### src/rtl/axil_pkg.sv
// Shared AXI4-Lite definitions: response codes and FSM state encoding.
// Imported by axil_master and axil_slave.
package axil_pkg;

    localparam logic [1:0] AXIL_RESP_OKAY   = 2'b00;
    localparam logic [1:0] AXIL_RESP_EXOKAY = 2'b01;
    localparam logic [1:0] AXIL_RESP_SLVERR = 2'b10;
    localparam logic [1:0] AXIL_RESP_DECERR = 2'b11;

    typedef enum logic [2:0] {
        ST_IDLE = 3'd0,
        ST_WR   = 3'd1,
        ST_WB   = 3'd2,
        ST_RA   = 3'd3,
        ST_RD   = 3'd4,
        ST_RSP  = 3'd5
    } axil_state_t;

    // SLVERR and DECERR both have bit 1 set; OKAY and EXOKAY do not.
    function automatic logic resp_is_err(input logic [1:0] resp);
        return resp[1];
    endfunction

endpackage

### src/rtl/axil_master.sv
// AXI4-Lite initiator: single-beat user requests to AXI-Lite transactions.
// One outstanding transaction; response returned on a valid/ready channel.
module axil_master
    import axil_pkg::*;
#(
    parameter int         DATA_WIDTH = 32,
    parameter int         ADDR_WIDTH = 32,
    parameter int         STRB_WIDTH = DATA_WIDTH / 8,
    parameter logic [2:0] PROT       = 3'b000
) (
    input  logic                  clk,
    input  logic                  rst,

    input  logic                  usr_req_valid,
    output logic                  usr_req_ready,
    input  logic                  usr_req_we,
    input  logic [ADDR_WIDTH-1:0] usr_req_addr,
    input  logic [DATA_WIDTH-1:0] usr_req_wdata,
    input  logic [STRB_WIDTH-1:0] usr_req_wstrb,

    output logic                  usr_rsp_valid,
    input  logic                  usr_rsp_ready,
    output logic [DATA_WIDTH-1:0] usr_rsp_rdata,
    output logic                  usr_rsp_err,

    output logic [ADDR_WIDTH-1:0] m_axil_awaddr,
    output logic [2:0]            m_axil_awprot,
    output logic                  m_axil_awvalid,
    input  logic                  m_axil_awready,
    output logic [DATA_WIDTH-1:0] m_axil_wdata,
    output logic [STRB_WIDTH-1:0] m_axil_wstrb,
    output logic                  m_axil_wvalid,
    input  logic                  m_axil_wready,
    input  logic [1:0]            m_axil_bresp,
    input  logic                  m_axil_bvalid,
    output logic                  m_axil_bready,
    output logic [ADDR_WIDTH-1:0] m_axil_araddr,
    output logic [2:0]            m_axil_arprot,
    output logic                  m_axil_arvalid,
    input  logic                  m_axil_arready,
    input  logic [DATA_WIDTH-1:0] m_axil_rdata,
    input  logic [1:0]            m_axil_rresp,
    input  logic                  m_axil_rvalid,
    output logic                  m_axil_rready
);

    axil_state_t           state_q;
    axil_state_t           state_d;
    logic [ADDR_WIDTH-1:0] addr_q;
    logic [DATA_WIDTH-1:0] wdata_q;
    logic [STRB_WIDTH-1:0] wstrb_q;
    logic [DATA_WIDTH-1:0] rdata_q;
    logic                  err_q;
    logic                  aw_done;
    logic                  w_done;

    assign m_axil_awaddr = addr_q;
    assign m_axil_araddr = addr_q;
    assign m_axil_wdata  = wdata_q;
    assign m_axil_wstrb  = wstrb_q;
    assign m_axil_awprot = PROT;
    assign m_axil_arprot = PROT;
    assign usr_rsp_rdata = rdata_q;
    assign usr_rsp_err   = err_q;

    // State register.
    always_ff @(posedge clk or negedge rst) begin
        if (!rst) state_q <= ST_IDLE;
        else      state_q <= state_d;
    end

    // Next state and handshake outputs; valids decode from registers only.
    always_comb begin
        state_d        = state_q;
        usr_req_ready  = 1'b0;
        usr_rsp_valid  = 1'b0;
        m_axil_awvalid = 1'b0;
        m_axil_wvalid  = 1'b0;
        m_axil_bready  = 1'b0;
        m_axil_arvalid = 1'b0;
        m_axil_rready  = 1'b0;
        unique case (state_q)
            ST_IDLE: begin
                usr_req_ready = 1'b1;
                if (usr_req_valid)
                    state_d = usr_req_we ? ST_WR : ST_RA;
            end
            ST_WR: begin
                m_axil_awvalid = !aw_done;
                m_axil_wvalid  = !w_done;
                if ((aw_done || m_axil_awready) &&
                    (w_done || m_axil_wready))
                    state_d = ST_WB;
            end
            ST_WB: begin
                m_axil_bready = 1'b1;
                if (m_axil_bvalid) state_d = ST_RSP;
            end
            ST_RA: begin
                m_axil_arvalid = 1'b1;
                if (m_axil_arready) state_d = ST_RD;
            end
            ST_RD: begin
                m_axil_rready = 1'b1;
                if (m_axil_rvalid) state_d = ST_RSP;
            end
            ST_RSP: begin
                usr_rsp_valid = 1'b1;
                if (usr_rsp_ready) state_d = ST_IDLE;
            end
            default: state_d = ST_IDLE;
        endcase
    end

    // Request latch, per-channel write completion flags, response capture.
    always_ff @(posedge clk or negedge rst) begin
        if (!rst) begin
            addr_q  <= '0;
            wdata_q <= '0;
            wstrb_q <= '0;
            rdata_q <= '0;
            err_q   <= 1'b0;
            aw_done <= 1'b0;
            w_done  <= 1'b0;
        end else begin
            if (usr_req_valid && usr_req_ready) begin
                addr_q  <= usr_req_addr;
                wdata_q <= usr_req_wdata;
                wstrb_q <= usr_req_wstrb;
                aw_done <= 1'b0;
                w_done  <= 1'b0;
            end
            if (m_axil_awvalid && m_axil_awready) aw_done <= 1'b1;
            if (m_axil_wvalid && m_axil_wready)   w_done  <= 1'b1;
            if (m_axil_bready && m_axil_bvalid) begin
                rdata_q <= '0;
                err_q   <= resp_is_err(m_axil_bresp);
            end
            if (m_axil_rready && m_axil_rvalid) begin
                rdata_q <= m_axil_rdata;
                err_q   <= resp_is_err(m_axil_rresp);
            end
        end
    end

endmodule

### config.mk
export PLATFORM = sky130hd
export DESIGN_NAME = axil_master
export DESIGN_NICKNAME = d
export VERILOG_FILES = /design/src/rtl/axil_pkg.sv /design/src/rtl/axil_master.sv
export SDC_FILE = /design/constraint.sdc
export NUM_CORES = 1
export LEC_CHECK = 0
export CAP_MARGIN = 30
export CORE_ASPECT_RATIO = 0.75
export CORE_MARGIN = 1.5
export CORE_UTILIZATION = 34
export CTS_CLUSTER_DIAMETER = 100
export DETAILED_ROUTE_END_ITERATION = 8
export HOLD_SLACK_MARGIN = 0.05
export PLACE_DENSITY = 0.8
export SYNTH_ARGS = -nofsm -noshare
export SYNTH_HDL_FRONTEND = slang
export SYNTH_SLANG_ARGS = --single-unit
### constraint.sdc
create_clock -name clk -period 1.7 [get_ports clk]
set_input_delay 0.34 -clock clk [delete_from_list [all_inputs] [get_ports clk]]
set_output_delay 0.34 -clock clk [all_outputs]
set_load 0.02 [all_outputs]
======== Yosys cells after proc, flatten, opt, wreduce, memory -nomap -nowiden ========
Cells that the tools add are included.
storage, ports and cells
  output and inout bits ................... 146
  bits in registers ....................... 106
  input bits .............................. 114
cells by class
  multiplexer cells ....................... 22
  reductions and logical operators ........ 15
  eq/ne operators ......................... 11
operators with widths
  cell                                                  count
  2-to-1 mux 32 bit                                     2
  2-to-1 mux 3 bit                                      6
  one-hot mux 3 bit (6 select lines)                    1
  2-to-1 mux 1 bit                                      12
  inequality test 2 bit (second input constant)         6
  equality test 3 x 2 -> 1 bit (second input constant)  2
  equality test 3 bit (second input constant)           2
  logical AND 1 bit                                     6
  AND reduction 6 bit                                   1
  nonzero test 2 bit                                    3
  equality test 3 x 1 -> 1 bit (second input constant)  1
  zero test 3 bit                                       1
  zero test 1 bit                                       2
  logical OR 1 bit                                      2
  2-to-1 mux 2 bit                                      1

======== Logic depth before layout (Yosys ltp) ========
Gate-level depths: netlist (run 1).
  depth after elaboration ................. 5
  mapped depth ............................ 6
  mapped depth without buffers ............ 3

======== Worst setup path before layout (run 1) ========
Ideal clock, no wire load.
  path kind ............................... register to register
  from .................................... reg state_q[1]
  to ...................................... reg wdata_q[11], in the netlist m_axil_wdata[11]
  data arrival time ....................... 1.710 ns
  setup slack ............................. -0.138 ns
  period minus slack after synthesis ...... 1.838 ns
  cell stages (with the launch flop) ...... 7
  library setup time ...................... 0.127 ns
  buffers on the path ..................... 3
  cell sequence ........................... dfrtp_1 nor3_2 and2_1 buf_2 buf_6 buf_6 mux2_1
between the ends
  cells in the longest elaborated chain, start to end .. 3
RTL lines
  item                    RTL line            RTL
  start, declared         axil_master.sv:47   axil_state_t state_q;
  start signal, assigned  axil_master.sv:69   else state_q <= state_d;
  zero test 3 bit         axil_master.sv:82   unique case (state_q)
  2-to-1 mux 1 bit        axil_master.sv:82
  net usr_req_ready       axil_master.sv:15   output logic usr_req_ready,
  logical AND 1 bit       axil_master.sv:126  if (usr_req_valid && usr_req_ready) begin
  end signal, assigned    axil_master.sv:128  wdata_q <= usr_req_wdata;
  end, declared           axil_master.sv:50   logic [DATA_WIDTH-1:0] wdata_q;
The timed path passes the listed nets, and every way through them passes these cells.
A chain may end at the register's enable or synchronous reset.

======== Final worst setup path (run 1) ========
  from .................................... reg state_q[2]
  to ...................................... out m_axil_awvalid
between the ends
  cells in the longest elaborated chain, start to end .. 2
RTL lines
  item                          RTL line           RTL
  equality test 3 x 1 -> 1 bit  axil_master.sv:82
  2-to-1 mux 1 bit              axil_master.sv:82
  end, declared                 axil_master.sv:28  output logic m_axil_awvalid,
No other way between the ends.

==> flow_metrics.env, run 1 <==
export IMPL_dp_hpwl_um=8660
export IMPL_synth_compound_area_share_pct=8.14
export IMPL_synth_cells=301
export IMPL_clk_latency_ns=0.33
export IMPL_min_path_type="in2async"
export IMPL_viasPerCell=4.65
export IMPL_rsz0062_at_grt="true"
export IMPL_dieArea_sq_um=13500
export IMPL_drtPass1Iterations=4
export IMPL_cts_buffers=9
export IMPL_muxShareOfSynthArea_pct=18.6
export IMPL_outcome="complete, but fails checks"
export IMPL_cts_sinks=106
export IMPL_critPathKind="reg2out"
export IMPL_skew_ns=0.00524
export IMPL_max_stage_delay_ns=0.43
export IMPL_drc=0
export IMPL_power_density_nw_per_um2=2000
export IMPL_num_nets_final=648
export IMPL_crit_fanout=2
export IMPL_mostFrequentLayoutCells="165 x clkdlybuf4s50_1, 105 x dfrtp_1, 59 x dlymetal6s2s_1, 51 x mux2_2, 34 x a22o_1"
export IMPL_placedCellCount=683
export IMPL_die_w_um=134
export IMPL_synth_top_family_by_area="multiplexers"
export IMPL_fin_ws_ns=-0.0378
export IMPL_layout_min_cycle_time_ns=1.74
export IMPL_layout_cells_non_filler=705
export IMPL_cap_violations=0
export IMPL_fp_dieH_um=101
export IMPL_portBuffers=251
export IMPL_finalCritPeriodShare_pct=102
export IMPL_ys_warn_count=0
export IMPL_htree_num_levels=3
export IMPL_wl_um=11900
export IMPL_slew_limit_headroom_pct=62.7
export IMPL_grt_max_degree=107
export IMPL_p_leak_nw=3.77
export IMPL_synthAdderAreaFrac_pct=0
export IMPL_finalPower_mw=14.9
export IMPL_clockBufferDepth=2
export IMPL_drive_above_1_share_pct=21.5
export IMPL_violations="negative setup slack"
export IMPL_crit_required_ns=1.36
export IMPL_regArea_sq_um=2650
export IMPL_slew_viol_final=0
export IMPL_coreArea_sq_um=12400
export IMPL_fillers=959
export IMPL_yosysSeqAreaShare_pct=61.0
export IMPL_n_antenna_cell=0
export IMPL_ios=260
export IMPL_tns_ns=-0.264
export IMPL_cp_arrival_ns=1.40
export IMPL_antenna_found_initial=0
export IMPL_gp_congestion=0.760
export IMPL_synth_avg_cell_area_sq_um=14.4
export IMPL_grt_ovfl_total=0
export IMPL_crit_slowest_cell="or3b_4"
export IMPL_start_util_pct=35.1
export IMPL_wl_per_cell_um=16.9
export IMPL_num_vias=3278
export IMPL_first_iter_violations=59
export IMPL_end_kind="output pin"
export IMPL_cts_tree="yes"
export IMPL_clk_pin_slew_ns=0.07
export IMPL_grt_pass1_wl_um=17600
export IMPL_syn_to_final_growth_pct=71.0
export IMPL_cp_cell_sequence="or3b_4, nor2_4, buf_6"
export IMPL_netlist_area_sq_um=4350
export IMPL_multi_input_area_sq_um=1410
export IMPL_synth_xor_area_share_pct=0
export IMPL_irDropWorstVdd_mv=0.954
export IMPL_grt_pass1_vias=3355
export IMPL_track_usage_pct=16.9
export IMPL_std_cell_rows=35
export IMPL_ys_ff_latch=106
export IMPL_synth_cell_types=28
export IMPL_yosys_area_share_simple_pct=3.37
export IMPL_max_freq_ghz=0.575
export IMPL_finalSetupViolCount=30
export IMPL_start_kind="flop"
export IMPL_worst_slew_pin_slew_ns=0.560
export IMPL_hold_viol_final=0
export IMPL_final_common_cell="clkdlybuf4s50_1"
export IMPL_cts_root_buffer="clkbuf_16"
export IMPL_postRouteAntennaNets=0
## power by group
part | switching, mW | internal [mW] | leakage, nW
Clock | 0.906 | 1.19 | 0.142
Combinational | 3.90 | 4.27 | 2.32
Sequential | 0.827 | 3.79 | 1.30
## final cells by class
| cell class | count | share of cell area [%] |
|---|---|---|
| clock inverters | 5 | 0.841 |
| clock buffers | 11 | 3.26 |
| repair buffers | 272 | 38.3 |
| well taps | 166 | 2.79 |
| multi-input cells | 144 | 19.0 |
| flip-flops and latches | 106 | 35.7 |
| inverters | 1 | 0.0505 |
## stage by stage
stage	area, sq um	hold slack, ns	setup slack (ns)	utilization [%]
2_1_floorplan	4420	0.0444	-0.0450	-
3_3_place_gp	6940	0.446	-0.270	56.0
3_5_place_dp	6940	0.458	-0.273	56.0
4_1_cts	7270	0.0913	-0.0796	58.7
5_1_grt	7440	0.112	-0.103	60.0
6_report	7440	0.0727	-0.0378	60.0
## worst paths after layout
path	startpoint	end	slack, ns	cells past startpoint
worst max-delay path	state_q[2]$_DFFE_PN0P_	m_axil_awvalid	-0.04	3
worst min-delay path	rst	m_axil_araddr[11]$_DFFE_PN0P_	0.07	2
worst max register to register	state_q[1]$_DFFE_PN0P_	m_axil_wdata[26]$_DFFE_PN0P_	-0.02	5
worst min register to register	m_axil_wdata[30]$_DFFE_PN0P_	m_axil_wdata[30]$_DFFE_PN0P_	0.49	1
max in group asynchronous	rst	state_q[1]$_DFFE_PN0P_	1.16	2
min in group clk	m_axil_wdata[30]$_DFFE_PN0P_	m_axil_wdata[30]$_DFFE_PN0P_	0.49	1
## cell families after synthesis
logic type / count (synthesis)
AOI/OAI and AO/OA: 42
buffers and inverters: 56
DFF: 106
muxes: 72
other: 1
and+or+nand+nor: 24
## state kept, by name, indices dropped and copies added, names as in the netlist
name,count
m_axil_araddr,32
m_axil_wdata,32
usr_rsp_rdata,32
m_axil_wstrb,4
state_q,3
aw_done,1
usr_rsp_err,1
w_done,1
## cells in the mapped netlist
cell | n | share of area, %
or2_2 | 1 | 0.14
mux2_1 | 20 | 5.2
nand3b_1 | 2 | 0.35
buf_2 | 6 | 0.69
mux2i_1 | 1 | 0.23
nor2_1 | 6 | 0.52
a21o_1 | 1 | 0.17
a2111o_1 | 1 | 0.26
buf_6 | 3 | 0.78
buf_4 | 38 | 6.6
clkbuf_1 | 8 | 0.69
inv_1 | 1 | 0.086
dfrtp_1 | 106 | 61
conb_1 | 1 | 0.086
and2_1 | 1 | 0.14
nand2_1 | 4 | 0.35
or3b_2 | 1 | 0.20
mux2_2 | 51 | 13
o21a_1 | 1 | 0.17
a21oi_1 | 1 | 0.11
a221oi_1 | 1 | 0.20
o22ai_1 | 1 | 0.14
nand2b_1 | 2 | 0.29
a22o_1 | 34 | 6.8
o21ai_0 | 2 | 0.23
nor4bb_1 | 1 | 0.23
nor3b_1 | 4 | 0.69
nor3_2 | 2 | 0.46
## metal layers
metal  GRT usage, %  routed length [um]
met2           29.3                6120
met3           5.98                 960
met1           20.2                4710
met4           4.35                 151
met5              0                   0
## worst max-delay path: cells and delay by family (launching register included)
family,cells,cell delay [ns]
and+or+nand+nor,2,0.56
DFF,1,0.38
buffers and inverters,1,0.13
## what timing repair did
action / 4_1_cts / 5_1_grt
pin swaps: 3 / 3
hold endpoints to repair: 0 / 0
setup buffers: 7 / 0
gates resized for setup: 59 / 66
endpoints found under the setup margin: 69 / 136
hold buffers: 0 / 0
No activity file was read; power rests on OpenSTA's default activity.
==> run 2, diff against run 1 <==
--- a/config.mk
+++ b/config.mk
@@ -9,7 +9,7 @@
 export CORE_ASPECT_RATIO = 0.75
 export CORE_MARGIN = 1.5
 export CORE_UTILIZATION = 34
-export CTS_CLUSTER_DIAMETER = 100
+export CTS_CLUSTER_DIAMETER = 40
 export DETAILED_ROUTE_END_ITERATION = 8
 export HOLD_SLACK_MARGIN = 0.05
 export PLACE_DENSITY = 0.8
==> results of run 2 <==
Final layout, timing and power as in run 1 (identical DEF).
==> run 3, diff against run 2 <==
--- a/config.mk
+++ b/config.mk
@@ -13,6 +13,7 @@
 export DETAILED_ROUTE_END_ITERATION = 8
 export HOLD_SLACK_MARGIN = 0.05
 export PLACE_DENSITY = 0.8
+export SETUP_SLACK_MARGIN = 0.02
 export SYNTH_ARGS = -nofsm -noshare
 export SYNTH_HDL_FRONTEND = slang
 export SYNTH_SLANG_ARGS = --single-unit
==> run 3 against run 2 <==
Effect of this change:
- the run still ends with negative setup slack left
- total power decreased by 2.1%
- worst setup slack got worse by 0.0092 ns
- register-to-register slack about the same
- count of clock-buffer cells in the layout unchanged
==> flow_metrics.env, run 3 (synthesis results as in run 1) <==
export IMPL_viasPerCell=4.64
export IMPL_fin_ws_ns=-0.0470
export IMPL_reg2reg_slack_ns=-0.01
export IMPL_crit_required_ns=1.36
export IMPL_grt_pass1_wl_um=17600
export IMPL_cts_root_buffer="clkbuf_16"
export IMPL_first_iter_violations=77
export IMPL_wl_um=11900
export IMPL_cts_buffers=9
export IMPL_htree_num_levels=3
export IMPL_max_freq_ghz=0.572
export IMPL_die_w_um=134
export IMPL_finalCritPeriodShare_pct=103
export IMPL_min_path_type="in2async"
export IMPL_holdBufCountCts=0
export IMPL_fp_dieH_um=101
export IMPL_cap_violations=0
export IMPL_rsz0062_at_grt="true"
export IMPL_tns_ns=-0.132
export IMPL_drive_above_1_share_pct=21.9
export IMPL_dp_hpwl_um=8660
export IMPL_postRouteAntennaNets=0
export IMPL_hold_viol_final=0
export IMPL_crit_fanout=2
export IMPL_ios=260
export IMPL_slew_viol_final=0
export IMPL_num_vias=3278
export IMPL_drc=0
export IMPL_cts_tree="yes"
export IMPL_fillers=961
export IMPL_start_kind="flop"
export IMPL_mostFrequentLayoutCells="123 x clkdlybuf4s50_1, 105 x dfrtp_1, 69 x dlymetal6s2s_1, 51 x mux2_2, 51 x dlygate4sd2_1"
export IMPL_clk_pin_slew_ns=0.07
export IMPL_coreArea_sq_um=12400
export IMPL_end_kind="output pin"
export IMPL_p_leak_nw=3.99
export IMPL_worst_slew_pin_slew_ns=0.571
export IMPL_cp_arrival_ns=1.41
export IMPL_std_cell_rows=35
export IMPL_clockBufferDepth=2
export IMPL_gp_congestion=0.760
export IMPL_layout_min_cycle_time_ns=1.75
export IMPL_clk_latency_ns=0.33
export IMPL_track_usage_pct=16.9
export IMPL_slew_limit_headroom_pct=61.9
export IMPL_wl_per_cell_um=16.8
export IMPL_num_nets_final=649
export IMPL_dieArea_sq_um=13500
export IMPL_grt_ovfl_total=0
export IMPL_finalSetupViolCount=11
export IMPL_final_common_cell="clkdlybuf4s50_1"
export IMPL_drtPass1Iterations=4
export IMPL_syn_to_final_growth_pct=70.9
export IMPL_irDropWorstVdd_mv=0.936
export IMPL_outcome="complete, but fails checks"
export IMPL_cts_sinks=106
export IMPL_antenna_found_initial=0
export IMPL_pre_cts_slack_ns=-0.273
export IMPL_power_density_nw_per_um2=1960
export IMPL_grt_pass1_vias=3355
export IMPL_critPathKind="reg2out"
export IMPL_start_util_pct=35.1
export IMPL_grt_max_degree=107
export IMPL_n_antenna_cell=0
export IMPL_portBuffers=251
export IMPL_skew_ns=0.00522
export IMPL_violations="negative setup slack"
==> run 3: changes by cell type in the layout (fill, tap and decap cells not counted), sizes merged <==
cell	previous run	this run
dlymetal6s2s	59	69
dlygate4sd2	19	51
clkdlybuf4s50	165	123
buf	29	30
==> run 3: repair_timing <==
action / CTS / global route
setup buffers: 7 / 2
cloned: 0 / 0
endpoints found under the setup margin: 113 / 146
pin swaps: 4 / 3
gates resized for setup: 95 / 73
==> run 3: final timing paths <==
path                                               from                            end  depth (start not counted)
max                              state_q[2]$_DFFE_PN0P_                 m_axil_awvalid                          3
min                                                 rst  m_axil_araddr[11]$_DFFE_PN0P_                          2
max reg2reg                      state_q[1]$_DFFE_PN0P_    m_axil_wdata[3]$_DFFE_PN0P_                          5
min reg2reg                m_axil_wdata[23]$_DFFE_PN0P_   m_axil_wdata[23]$_DFFE_PN0P_                          1
max in group asynchronous                           rst         state_q[1]$_DFFE_PN0P_                          2
min in group clk           m_axil_wdata[23]$_DFFE_PN0P_   m_axil_wdata[23]$_DFFE_PN0P_                          1
==> run 3: critical path, stage by stage (launching register included) <==
cell     delay, ns
dfrtp_1       0.38
or3b_4        0.43
nor2_4        0.14
buf_6         0.13
==> run 3: where the power goes <==
part	leakage [nW]	switching (mW)	total, mW	internal, mW
combinational	2.54	3.89	7.88	3.99
sequential	1.30	0.807	4.60	3.79
clock	0.142	0.900	2.09	1.19
total	3.99	5.59	14.6	8.97
==> run 3: final cells by class <==
class	instances	area, sq um	share of cell area, %
Clock buffer	11	243	3.27
Clock inverter	5	62.6	0.842
Inverter	1	3.75	0.0505
Multi-Input combinational cell	144	1420	19.1
Sequential cell	106	2650	35.7
Tap cell	166	208	2.79
Timing Repair Buffer	273	2840	38.2
==> run 3: routing by layer <==
layer	track usage, %	routed length (um)	part of all wire [%]
met1	20.2	4670	39
met2	29.7	6120	52
met3	5.98	986	8.3
met4	3.85	78	0.66
met5	0	0	0
==> run 3: through the flow <==
stage                     std cells  power (mW)  hold WS [ns]  area (sq um)  utilization [%]
after floorplan                 306        9.22        0.0444          4420                -
final                           706        14.6        0.0642          7430             60.0
after global routing            706        15.4         0.111          7430             60.0
after detailed placement        683        13.0         0.458          6940             56.0
after CTS                       705        14.9        0.0913          7240             58.4
after global placement          683        12.8         0.446          6940             56.0
